<file path="src/rtl/control_unit_if.sv">
// Control bundle between the multicycle control FSM and the datapath.
// master = control unit, slave = datapath.
interface control_unit_if;
  logic [5:0] OP;
  logic [5:0] Funct;
  logic       ALU_overflow;
  logic       ALU_eq;
  logic       PcWrite;
  logic       Load_AB;
  logic       ALUOut_Load;
  logic       EPCwrite;
  logic       MemWrite;
  logic       MemRead;
  logic       IRWrite;
  logic       RegWrite;
  logic [2:0] ALUOp;
  logic [2:0] IorD;
  logic [1:0] ExCause;
  logic [2:0] WR_REG;
  logic [3:0] WD_REG;
  logic [2:0] ALUSrcA;
  logic [2:0] ALUSrcB;
  logic [2:0] PcSource;
  logic       SingExCtrl;
  logic [1:0] LoadCtrl;
  logic [1:0] StoreCtrl;

  modport master (
    input  OP, Funct, ALU_overflow, ALU_eq,
    output PcWrite, Load_AB, ALUOut_Load, EPCwrite,
    output MemWrite, MemRead, IRWrite, RegWrite,
    output ALUOp, IorD, ExCause, WR_REG, WD_REG,
    output ALUSrcA, ALUSrcB, PcSource, SingExCtrl,
    output LoadCtrl, StoreCtrl
  );

  modport slave (
    output OP, Funct, ALU_overflow, ALU_eq,
    input  PcWrite, Load_AB, ALUOut_Load, EPCwrite,
    input  MemWrite, MemRead, IRWrite, RegWrite,
    input  ALUOp, IorD, ExCause, WR_REG, WD_REG,
    input  ALUSrcA, ALUSrcB, PcSource, SingExCtrl,
    input  LoadCtrl, StoreCtrl
  );
endinterface

</file>
<file path="src/rtl/control_unit.sv">
// Multicycle control FSM for the MIPS-subset datapath.
// Outputs decode from the state plus IR fields and ALU flags.
module control_unit (
  input logic            clk,
  input logic            reset,
  control_unit_if.master cu
);
  typedef enum logic [4:0] {
    RESET_ST, FETCH, FETCH_W, DECODE,
    R_EX, R_WB, ADDI_EX, I_WB,
    ADDR, LW_RD, LW_W, LW_WB, SW_WR,
    BR, J, JAL, JR,
    EXC, EXC_W, EXC_LD
  } state_t;

  state_t     state_q, state_d;
  logic [1:0] cause_q, cause_d;

  logic is_r, f_add, f_sub, f_and, f_jr;
  logic op_addi, op_lw, op_sw, op_beq, op_bne;
  logic op_j, op_jal, ovf_arith;

  assign is_r    = cu.OP == 6'h00;
  assign f_add   = cu.Funct == 6'h20;
  assign f_sub   = cu.Funct == 6'h22;
  assign f_and   = cu.Funct == 6'h24;
  assign f_jr    = cu.Funct == 6'h08;
  assign op_addi = cu.OP == 6'h08;
  assign op_lw   = cu.OP == 6'h23;
  assign op_sw   = cu.OP == 6'h2B;
  assign op_beq  = cu.OP == 6'h04;
  assign op_bne  = cu.OP == 6'h05;
  assign op_j    = cu.OP == 6'h02;
  assign op_jal  = cu.OP == 6'h03;
  // and never traps, whatever the flag says
  assign ovf_arith = (f_add | f_sub) & cu.ALU_overflow;

  always_comb begin
    state_d = state_q;
    cause_d = cause_q;
    unique case (state_q)
      RESET_ST: state_d = FETCH;
      FETCH:    state_d = FETCH_W;
      FETCH_W:  state_d = DECODE;
      DECODE: begin
        unique case (1'b1)
          is_r && (f_add || f_sub || f_and):
            state_d = R_EX;
          is_r && f_jr:     state_d = JR;
          op_addi:          state_d = ADDI_EX;
          op_lw || op_sw:   state_d = ADDR;
          op_beq || op_bne: state_d = BR;
          op_j:             state_d = J;
          op_jal:           state_d = JAL;
          default: begin
            state_d = EXC;
            cause_d = 2'd0;
          end
        endcase
      end
      R_EX: begin
        if (ovf_arith) begin
          state_d = EXC;
          cause_d = 2'd1;
        end else begin
          state_d = R_WB;
        end
      end
      ADDI_EX: begin
        if (cu.ALU_overflow) begin
          state_d = EXC;
          cause_d = 2'd1;
        end else begin
          state_d = I_WB;
        end
      end
      ADDR:   state_d = op_lw ? LW_RD : SW_WR;
      LW_RD:  state_d = LW_W;
      LW_W:   state_d = LW_WB;
      EXC:    state_d = EXC_W;
      EXC_W:  state_d = EXC_LD;
      R_WB, I_WB, LW_WB, SW_WR, BR, J, JAL, JR, EXC_LD:
        state_d = FETCH;
      default: state_d = RESET_ST;
    endcase
  end

  always_ff @(posedge clk) begin
    if (!reset) begin
      state_q <= RESET_ST;
      cause_q <= 2'd0;
    end else begin
      state_q <= state_d;
      cause_q <= cause_d;
    end
  end

  always_comb begin
    cu.PcWrite     = 1'b0;
    cu.Load_AB     = 1'b0;
    cu.ALUOut_Load = 1'b0;
    cu.EPCwrite    = 1'b0;
    cu.MemWrite    = 1'b0;
    cu.MemRead     = 1'b0;
    cu.IRWrite     = 1'b0;
    cu.RegWrite    = 1'b0;
    cu.ALUOp       = 3'd0;
    cu.IorD        = 3'd0;
    cu.ExCause     = 2'd0;
    cu.WR_REG      = 3'd0;
    cu.WD_REG      = 4'd0;
    cu.ALUSrcA     = 3'd0;
    cu.ALUSrcB     = 3'd0;
    cu.PcSource    = 3'd0;
    cu.SingExCtrl  = 1'b0;
    cu.LoadCtrl    = 2'b00;
    cu.StoreCtrl   = 2'b00;
    // reset low blanks every strobe so nothing half-done can land
    if (reset) begin
      unique case (state_q)
        RESET_ST: begin
          cu.RegWrite = 1'b1;
          cu.WR_REG   = 3'd3;
          cu.WD_REG   = 4'd2;
        end
        FETCH: begin
          cu.MemRead = 1'b1;
          cu.ALUSrcB = 3'd1;
          cu.ALUOp   = 3'b001;
          cu.PcWrite = 1'b1;
        end
        FETCH_W: begin
          cu.MemRead = 1'b1;
          cu.IRWrite = 1'b1;
        end
        DECODE: begin
          cu.Load_AB     = 1'b1;
          cu.ALUSrcB     = 3'd3;
          cu.ALUOp       = 3'b001;
          cu.ALUOut_Load = 1'b1;
        end
        R_EX: begin
          cu.ALUSrcA     = 3'd1;
          cu.ALUOut_Load = 1'b1;
          unique case (1'b1)
            f_sub:   cu.ALUOp = 3'b010;
            f_and:   cu.ALUOp = 3'b011;
            default: cu.ALUOp = 3'b001;
          endcase
        end
        R_WB: begin
          cu.RegWrite = 1'b1;
          cu.WR_REG   = 3'd1;
        end
        ADDI_EX, ADDR: begin
          cu.ALUSrcA     = 3'd1;
          cu.ALUSrcB     = 3'd2;
          cu.ALUOp       = 3'b001;
          cu.ALUOut_Load = 1'b1;
        end
        I_WB: cu.RegWrite = 1'b1;
        LW_RD, LW_W: begin
          cu.MemRead = 1'b1;
          cu.IorD    = 3'd2;
        end
        LW_WB: begin
          cu.RegWrite = 1'b1;
          cu.WD_REG   = 4'd1;
        end
        SW_WR: begin
          cu.MemWrite = 1'b1;
          cu.IorD     = 3'd2;
        end
        BR: begin
          cu.ALUSrcA  = 3'd1;
          cu.ALUOp    = 3'b111;
          cu.PcSource = 3'd1;
          cu.PcWrite  = op_beq ? cu.ALU_eq : !cu.ALU_eq;
        end
        J: begin
          cu.PcSource = 3'd2;
          cu.PcWrite  = 1'b1;
        end
        JAL: begin
          cu.RegWrite = 1'b1;
          cu.WR_REG   = 3'd2;
          cu.WD_REG   = 4'd3;
          cu.PcSource = 3'd2;
          cu.PcWrite  = 1'b1;
        end
        JR: begin
          cu.ALUSrcA = 3'd1;
          cu.PcWrite = 1'b1;
        end
        EXC: begin
          cu.ALUSrcB  = 3'd1;
          cu.ALUOp    = 3'b010;
          cu.EPCwrite = 1'b1;
          cu.IorD     = 3'd1;
          cu.MemRead  = 1'b1;
          cu.ExCause  = cause_q;
        end
        EXC_W: begin
          cu.IorD    = 3'd1;
          cu.MemRead = 1'b1;
          cu.ExCause = cause_q;
        end
        EXC_LD: begin
          cu.PcSource = 3'd4;
          cu.LoadCtrl = 2'b10;
          cu.PcWrite  = 1'b1;
        end
        default: ;
      endcase
    end
  end
endmodule

</file>
<file path="src/flat_wrapper.sv">
// flat-port wrapper written by rule: the top's interface ports become plain ports
module control_unit_flat 
  (clk, reset, cu_OP, cu_Funct, cu_ALU_overflow, cu_ALU_eq, cu_PcWrite, cu_Load_AB, cu_ALUOut_Load, cu_EPCwrite, cu_MemWrite, cu_MemRead, cu_IRWrite, cu_RegWrite, cu_ALUOp, cu_IorD, cu_ExCause, cu_WR_REG, cu_WD_REG, cu_ALUSrcA, cu_ALUSrcB, cu_PcSource, cu_SingExCtrl, cu_LoadCtrl, cu_StoreCtrl);
  control_unit_if cu_i ();
  input logic clk;
  input logic reset;
  input wire logic [$bits(cu_i.OP)-1:0] cu_OP;
  input wire logic [$bits(cu_i.Funct)-1:0] cu_Funct;
  input wire logic [$bits(cu_i.ALU_overflow)-1:0] cu_ALU_overflow;
  input wire logic [$bits(cu_i.ALU_eq)-1:0] cu_ALU_eq;
  output wire logic [$bits(cu_i.PcWrite)-1:0] cu_PcWrite;
  output wire logic [$bits(cu_i.Load_AB)-1:0] cu_Load_AB;
  output wire logic [$bits(cu_i.ALUOut_Load)-1:0] cu_ALUOut_Load;
  output wire logic [$bits(cu_i.EPCwrite)-1:0] cu_EPCwrite;
  output wire logic [$bits(cu_i.MemWrite)-1:0] cu_MemWrite;
  output wire logic [$bits(cu_i.MemRead)-1:0] cu_MemRead;
  output wire logic [$bits(cu_i.IRWrite)-1:0] cu_IRWrite;
  output wire logic [$bits(cu_i.RegWrite)-1:0] cu_RegWrite;
  output wire logic [$bits(cu_i.ALUOp)-1:0] cu_ALUOp;
  output wire logic [$bits(cu_i.IorD)-1:0] cu_IorD;
  output wire logic [$bits(cu_i.ExCause)-1:0] cu_ExCause;
  output wire logic [$bits(cu_i.WR_REG)-1:0] cu_WR_REG;
  output wire logic [$bits(cu_i.WD_REG)-1:0] cu_WD_REG;
  output wire logic [$bits(cu_i.ALUSrcA)-1:0] cu_ALUSrcA;
  output wire logic [$bits(cu_i.ALUSrcB)-1:0] cu_ALUSrcB;
  output wire logic [$bits(cu_i.PcSource)-1:0] cu_PcSource;
  output wire logic [$bits(cu_i.SingExCtrl)-1:0] cu_SingExCtrl;
  output wire logic [$bits(cu_i.LoadCtrl)-1:0] cu_LoadCtrl;
  output wire logic [$bits(cu_i.StoreCtrl)-1:0] cu_StoreCtrl;
  assign cu_i.OP = cu_OP;
  assign cu_i.Funct = cu_Funct;
  assign cu_i.ALU_overflow = cu_ALU_overflow;
  assign cu_i.ALU_eq = cu_ALU_eq;
  assign cu_PcWrite = cu_i.PcWrite;
  assign cu_Load_AB = cu_i.Load_AB;
  assign cu_ALUOut_Load = cu_i.ALUOut_Load;
  assign cu_EPCwrite = cu_i.EPCwrite;
  assign cu_MemWrite = cu_i.MemWrite;
  assign cu_MemRead = cu_i.MemRead;
  assign cu_IRWrite = cu_i.IRWrite;
  assign cu_RegWrite = cu_i.RegWrite;
  assign cu_ALUOp = cu_i.ALUOp;
  assign cu_IorD = cu_i.IorD;
  assign cu_ExCause = cu_i.ExCause;
  assign cu_WR_REG = cu_i.WR_REG;
  assign cu_WD_REG = cu_i.WD_REG;
  assign cu_ALUSrcA = cu_i.ALUSrcA;
  assign cu_ALUSrcB = cu_i.ALUSrcB;
  assign cu_PcSource = cu_i.PcSource;
  assign cu_SingExCtrl = cu_i.SingExCtrl;
  assign cu_LoadCtrl = cu_i.LoadCtrl;
  assign cu_StoreCtrl = cu_i.StoreCtrl;
  control_unit u_core (.clk(clk), .reset(reset), .cu(cu_i));
endmodule
</file>
<file path="config.mk">
export PLATFORM = sky130hd
export DESIGN_NAME = control_unit_flat
export DESIGN_NICKNAME = d
export VERILOG_FILES = /design/src/rtl/control_unit_if.sv /design/src/rtl/control_unit.sv /design/src/flat_wrapper.sv
export SDC_FILE = /design/constraint.sdc
export NUM_CORES = 1
export LEC_CHECK = 0
export CORE_ASPECT_RATIO = 0.75
export CORE_UTILIZATION = 30
export DETAILED_ROUTE_END_ITERATION = 6
export HOLD_SLACK_MARGIN = 0.06
export PLACE_DENSITY = 0.64
export RECOVER_POWER = 50
export REMOVE_ABC_BUFFERS = 1
export SYNTH_ARGS = -nofsm -noshare
export SYNTH_HDL_FRONTEND = slang
export SYNTH_SLANG_ARGS = --single-unit
</file>
<file path="constraint.sdc">
create_clock -name clk -period 2.65 [get_ports clk]
set_input_delay 0.6625 -clock clk [delete_from_list [all_inputs] [get_ports clk]]
set_output_delay 0.6625 -clock clk [all_outputs]
set_load 0.01 [all_outputs]
</file>
==> run summary, run 1 <==
Status = completed
Fmax achieved = 0.384 GHz
DIE WIDTH = 75.2 µm
Syn-to-layout area delta = 55.2%
Tcrit/Tclk final = 98.2%
Hold path cells = 2
CTS tree = built
Vias = 1,498
WL final = 3.83 mm
Crit path cell chain = dlygate4sd2_1 > nand2b_1 > buf_4 > nor3b_1 > clkdlybuf4s50_1
Synth top area cells = dfxtp_1 10%, buf_4 8.1%, a21oi_1 6.6%
GRT overflow = 0
R2r setup slk = 670 ps
Critical path peak fanout = 4
Worst-case clock buffer depth = 2
Netlist Area Pre-Place = 0.00121 mm²
Top-count cell post-synth = nor2_1
Site row count = 19
Number of routed nets with antenna violations = 0
Pwr Density = 412 mW/mm²
R2R Path Start = u_core.state_q[3]
Post-synth EDFFs = 0
Vias per std cell = 4.98
Core Region = 0.00376 mm²
Tightest Pin Transition = 612 ps
Post-Syn Area per Cell = 6.63 µm²
Synth cell count leaders = 21 x nor2_1, 16 x a21oi_1, 14 x nand2_1, 13 x buf_4, 9 x nand2b_1
WL per Instance = 12.7 µm
CTS Buf Count = 3
Req. time, crit path = 1990 ps
# fillers = 412
Initial antenna violation count = 0
Sequential share of the synthesized area = 9.96%
Final HPWL DP = 2.97 mm
Drt first pass iters = 4
Unique cell type count in the Yosys netlist = 50
Final setup violation count = 0
Worst Hold Class = reg2reg
Slew Limit Fails = 0
Layout cell share with drive strength beyond 1 = 23.7%
YS warnings = 0
Largest net degree at the start of global routing = 24
Max-slew headroom = 58.9%
# diodes = 0
Async set-reset flop share out of synthesis = 0%
Worst r2r dst = u_core.state_q[4]
DRC violations left = 0
FF-to-FF path depth = 7
Worst VDD drop = 225 µV
Placed cells = 297
First-pass GRT wire length = 6.14 mm
Clock sink count = 6
P_leak = 0.810 nW
Slowest cell on crit path = clkdlybuf4s50_1
Crit Path Class = in2out
Vias in the first global route = 1,315
Top delay family on crit path = buffers and inverters
Max incr delay on CP = 560 ps
Worst setup EP type = output pin
Global Route Usage Sum = 18.6%
Die Span Y = 56.9 µm
Min-Delay Startpoint = u_core.cause_q[0]
Endpoints failing hold = 0
IO Count = 53
End of the worst hold path = u_core.cause_q[0]
Seq cells post-synth = 6
Main flop type after synthesis = dfxtp_1
Input/output buffers = 40
WP buf/inv = 3
Crit path DAT = 1940 ps
Non-Filler Instances = 301
Clock Pin Slew Worst Setup and Hold Paths = 30 ps
Crit start category = primary input
Pre-CTS setup slack = -590 ps
Post-route minimum period = 2600 ps
Synth top area share = 9.96%
Setup WS post-layout = 47.4 ps
Die area = 0.00428 mm²
Root buf cell = clkbuf_8
CTS HTree Levels = 1
Cell taking the most area after synthesis = dfxtp_1
Post-Syn Instances = 182
Max-cap violations = 0
Skew-Pair Late Insertion Delay = 220 ps
Max Clock Skew = 0.246 ps
Iteration-0 DRC Markers = 84
Initial core utilization = 32.1%
RD Place Congestion = 0.885
# nets final = 267
-- final cells by class --
cell class                 instances  area, µm²  area share [%]
multi-input combinational        158        985            52.6
timing repair buffer              80        651            34.8
sequential                         6        123            6.55
tap                               52       65.1            3.48
inverter                           2       7.51           0.401
clock buffer                       3       41.3            2.21
-- worst max path at each step --
stage / startpoint / cells after the start / to / slack (ps)
3_5_place_dp: cu_Funct[0] / 7 / cu_ALUOp[0] / -590
3_3_place_gp: cu_Funct[0] / 7 / cu_ALUOp[0] / -580
4_1_cts: cu_Funct[4] / 7 / cu_ALUOp[0] / -60
5_1_grt: u_core.state_q[2] / 7 / cu_ALUSrcA[0] / -2
2_1_floorplan: cu_Funct[0] / 3 / cu_ALUOp[1] / 340
6_report: reset / 5 / cu_WR_REG[0] / 50
-- tightest hold or removal path, delay by kind of cell, from the launching register on --
family,cells,cell delay [ps]
compound gates,2,190
flops,1,310
-- logic make-up (layout without fill, tap and decap cells) --
kind of cell	after synthesis	after routing	synth area share (%)
AO/OA/AOI/OAI	46	46	25.4
other	1	12	0.311
XOR/XNOR	5	5	3.63
AND/OR/NAND/NOR	94	94	45.4
multiplexers	1	1	0.830
flip-flops	6	6	9.96
buffers and inverters	29	85	14.4
-- layer usage --
| metal | wire, µm | GRT usage, % | vias up |
|---|---|---|---|
| met5 | 0 | 0 | - |
| met4 | 19 | 3.17 | 0 |
| met3 | 211 | 2.15 | 2 |
| met2 | 1740 | 29.5 | 49 |
| met1 | 1860 | 27.2 | 679 |
| li1 | - | - | 768 |
-- timing repair --
action / CTS / global route
resized for setup: 41 / 18
pin swaps: 8 / 6
hold buffers: 0 / 0
buffers inserted: 1 / 1
setup endpoints to repair: 25 / 12
-- registers in the layout, indices dropped and copies added, names as in the netlist --
register,flops
u_core.cause_q,1
u_core.state_q,5
-- metrics by stage --
stage	area, µm²	power (mW)	util (%)	setup TNS, ps	hold WS, ps
finish	1870	0.771	49.8	0	551
floorplan	1080	0.370	-	0	488
CTS	1900	0.779	50.7	-59.9	546
global route	1870	0.828	49.8	-2.18	594
detailed placement	1850	0.651	49.3	-6080	542
global placement	1850	0.653	49.3	-5750	537
-- report_power, final --
| group | switching, mW | internal, mW | total [mW] |
|---|---|---|---|
| registers | 0.0156 | 0.104 | 0.120 |
| logic | 0.262 | 0.251 | 0.513 |
| clock network | 0.0398 | 0.0976 | 0.137 |
-- cells in the final DEF (no fill, tap or decap), types with 4 or more instances in the layout --
master,instances
dlygate4sd2_1,15
a21oi_1,15
nor2b_1,7
xnor2_1,4
nor2_1,20
dfxtp_1,4
nand2_1,13
clkdlybuf4s50_1,10
nand3_1,4
conb_1,12
nand2b_1,9
buf_4,34
clkbuf_1,7
nor3_1,7
o21ai_0,5
o21a_1,5
a31oi_1,5
Note: power is estimated with default switching activity, not from simulation.
==> run 2, diff against run 1 <==
- REMOVE_ABC_BUFFERS: 1 -> not set
==> run summary, run 2 (synthesis gave the netlist of run 1 again) <==
Status = completed
Initial antenna violation count = 0 (unchanged)
Post-route minimum period = 2600 ps (-6.00 ps)
Fmax achieved = 0.385 GHz (+0.23%)
RD Place Congestion = 0.880 (-0.52%)
Worst Hold Class = reg2reg
Largest register FFs = 5 (unchanged)
# fillers = 404 (-1.9%)
Iteration-0 DRC Markers = 70 (-17%)
Initial core utilization = 32.1% (unchanged)
Pre-CTS setup slack = -698 ps (-108 ps)
Tcrit/Tclk final = 98.0% (-0.23 points)
Root buf cell = clkbuf_8
Vias = 1,514 (+1.1%)
Crit Path Class = in2out
Post-CTS Hold Fix Bufs = 0 (unchanged)
Top delay family on crit path = simple AND/OR/NAND/NOR gates
Reg with most FFs = u_core.state_q
Die Span Y = 56.9 µm (unchanged)
Slew Limit Fails = 0 (unchanged)
Placed cells = 298 (+0.34%)
Final HPWL DP = 2.99 mm (+0.76%)
Pwr Density = 407 mW/mm² (-1.2%)
Largest net degree at the start of global routing = 18 (-25%)
Worst setup EP type = output pin
Critical path peak fanout = 3 (-1)
Die area = 0.00428 mm² (unchanged)
Max-cap violations = 0 (unchanged)
Sum Neg Setup Slack = 0 ps (unchanged)
WL final = 3.85 mm (+0.73%)
WL per Instance = 12.7 µm (about the same)
P_leak = 0.911 nW (+13%)
Clock Pin Slew Worst Setup and Hold Paths = 40 ps (about the same)
Site row count = 19 (unchanged)
CTS tree = built
Tightest Pin Transition = 665 ps (+53.0 ps)
Worst-case clock buffer depth = 2 (unchanged)
Drt first pass iters = 4 (unchanged)
Crit path DAT = 1930 ps (about the same)
Endpoints failing hold = 0 (unchanged)
# diodes = 0 (unchanged)
DIE WIDTH = 75.2 µm (unchanged)
Req. time, crit path = 1990 ps (about the same)
Biggest registers after layout = u_core.state_q: 5 flops, u_core.cause_q: 1 flops
Total power = 767 µW (-0.44%)
Max Clock Skew = 6.34 ps (+6.10 ps)
Fin Hold WS = 501 ps (-50.3 ps)
Clock sink count = 6 (unchanged)
Skew-Pair Late Insertion Delay = 230 ps (about the same)
Multi-input logic area = 987 µm² (+0.25%)
DRC violations left = 0 (unchanged)
Max incr delay on CP = 510 ps (-50 ps)
Input/output buffers = 40 (unchanged)
Vias per std cell = 5.00 (+0.40%)
IO Count = 53 (unchanged)
RSZ-0062 raised after global routing = no
Non-Filler Instances = 303 (+0.66%)
Commonest non-fill, non-tap cell in the layout = buf_4
GRT overflow = 0 (unchanged)
Final setup violation count = 0 (unchanged)
Flip-flop and latch area = 121 µm² (-1.0%)
Setup WS post-layout = 53.4 ps (+6.00 ps)
CTS HTree Levels = 1 (unchanged)
Vias in the first global route = 1,387 (+5.5%)
Max-slew headroom = 55.3% (-3.6 points)
Crit start category = primary input
Final Instance Area = 0.00189 mm² (+0.80%)
Syn-to-layout area delta = 56.4%
Core Region = 0.00376 mm² (unchanged)
# nets final = 269 (+0.75%)
Most frequent cells in the layout = 38 x buf_4, 20 x nor2_1, 19 x dlygate4sd2_1, 15 x a21oi_1, 14 x nand2_1
Slowest cell on crit path = or4b_4
Crit path cell chain = dlygate4sd2_1 > or4b_4 > o32ai_2 > and2_1 > buf_2
Worst VDD drop = 203 µV (-9.7%)
Placed inst area = 0.00185 mm² (-0.27%)
Number of routed nets with antenna violations = 0 (unchanged)
First-pass GRT wire length = 6.19 mm (+0.78%)
Global Route Usage Sum = 18.9% (+0.29 points)
Layout cell share with drive strength beyond 1 = 26.3% (+2.6 points)
CTS Buf Count = 3 (unchanged)
WP buf/inv = 2 (-1)
Fin util = 50.2% (+0.40 points)
## run 2: report_power, final
part	leakage [nW]	internal (mW)	switching, mW	total [mW]
Combinational	0.840	0.245	0.261	0.505
Clock	0.0216	0.0981	0.0454	0.144
Sequential	0.0494	0.103	0.0155	0.118
Total	0.911	0.446	0.322	0.767
## run 2: final cells by class
type / instances / area share [%]
timing repair buffer: 82 / 35.2
sequential: 6 / 6.43
tap: 52 / 3.45
multi-input combinational: 158 / 52.3
inverter: 2 / 0.398
clock buffer: 3 / 2.19
## run 2: layer usage
metal  up-vias  share of wire [%]  GRT usage (%)
met5         -                  0              0
met4         0               0.83           4.50
met3         4                7.3           4.49
met2        63                 44           28.2
met1       679                 48           27.2
li1        768                  -              -
## run 2: worst paths after layout
check	slack, ps	from	cells past startpoint	endpoint
worst max-delay path	50	cu_Funct[5]	5	cu_ALUOp[1]
worst min register to register	500	u_core.state_q[2]	1	u_core.state_q[3]
worst max register to register	540	u_core.state_q[1]	8	u_core.state_q[4]
worst min-delay path	500	u_core.state_q[2]	1	u_core.state_q[3]
## run 2: timing repair
item | 4_1_cts | 5_1_grt
pin swaps | 6 | 6
gates resized for setup | 48 | 19
hold endpoints to repair | 0 | 0
endpoints found under the setup margin | 25 | 20
buffers inserted | 1 | 1
## run 2: worst register-to-register path: cells and delay by family (launching register included)
family | cells | cell delay, ps
DFF | 1 | 390
and+or+nand+nor | 2 | 700
buffers and inverters | 3 | 500
AOI/OAI and AO/OA | 3 | 440
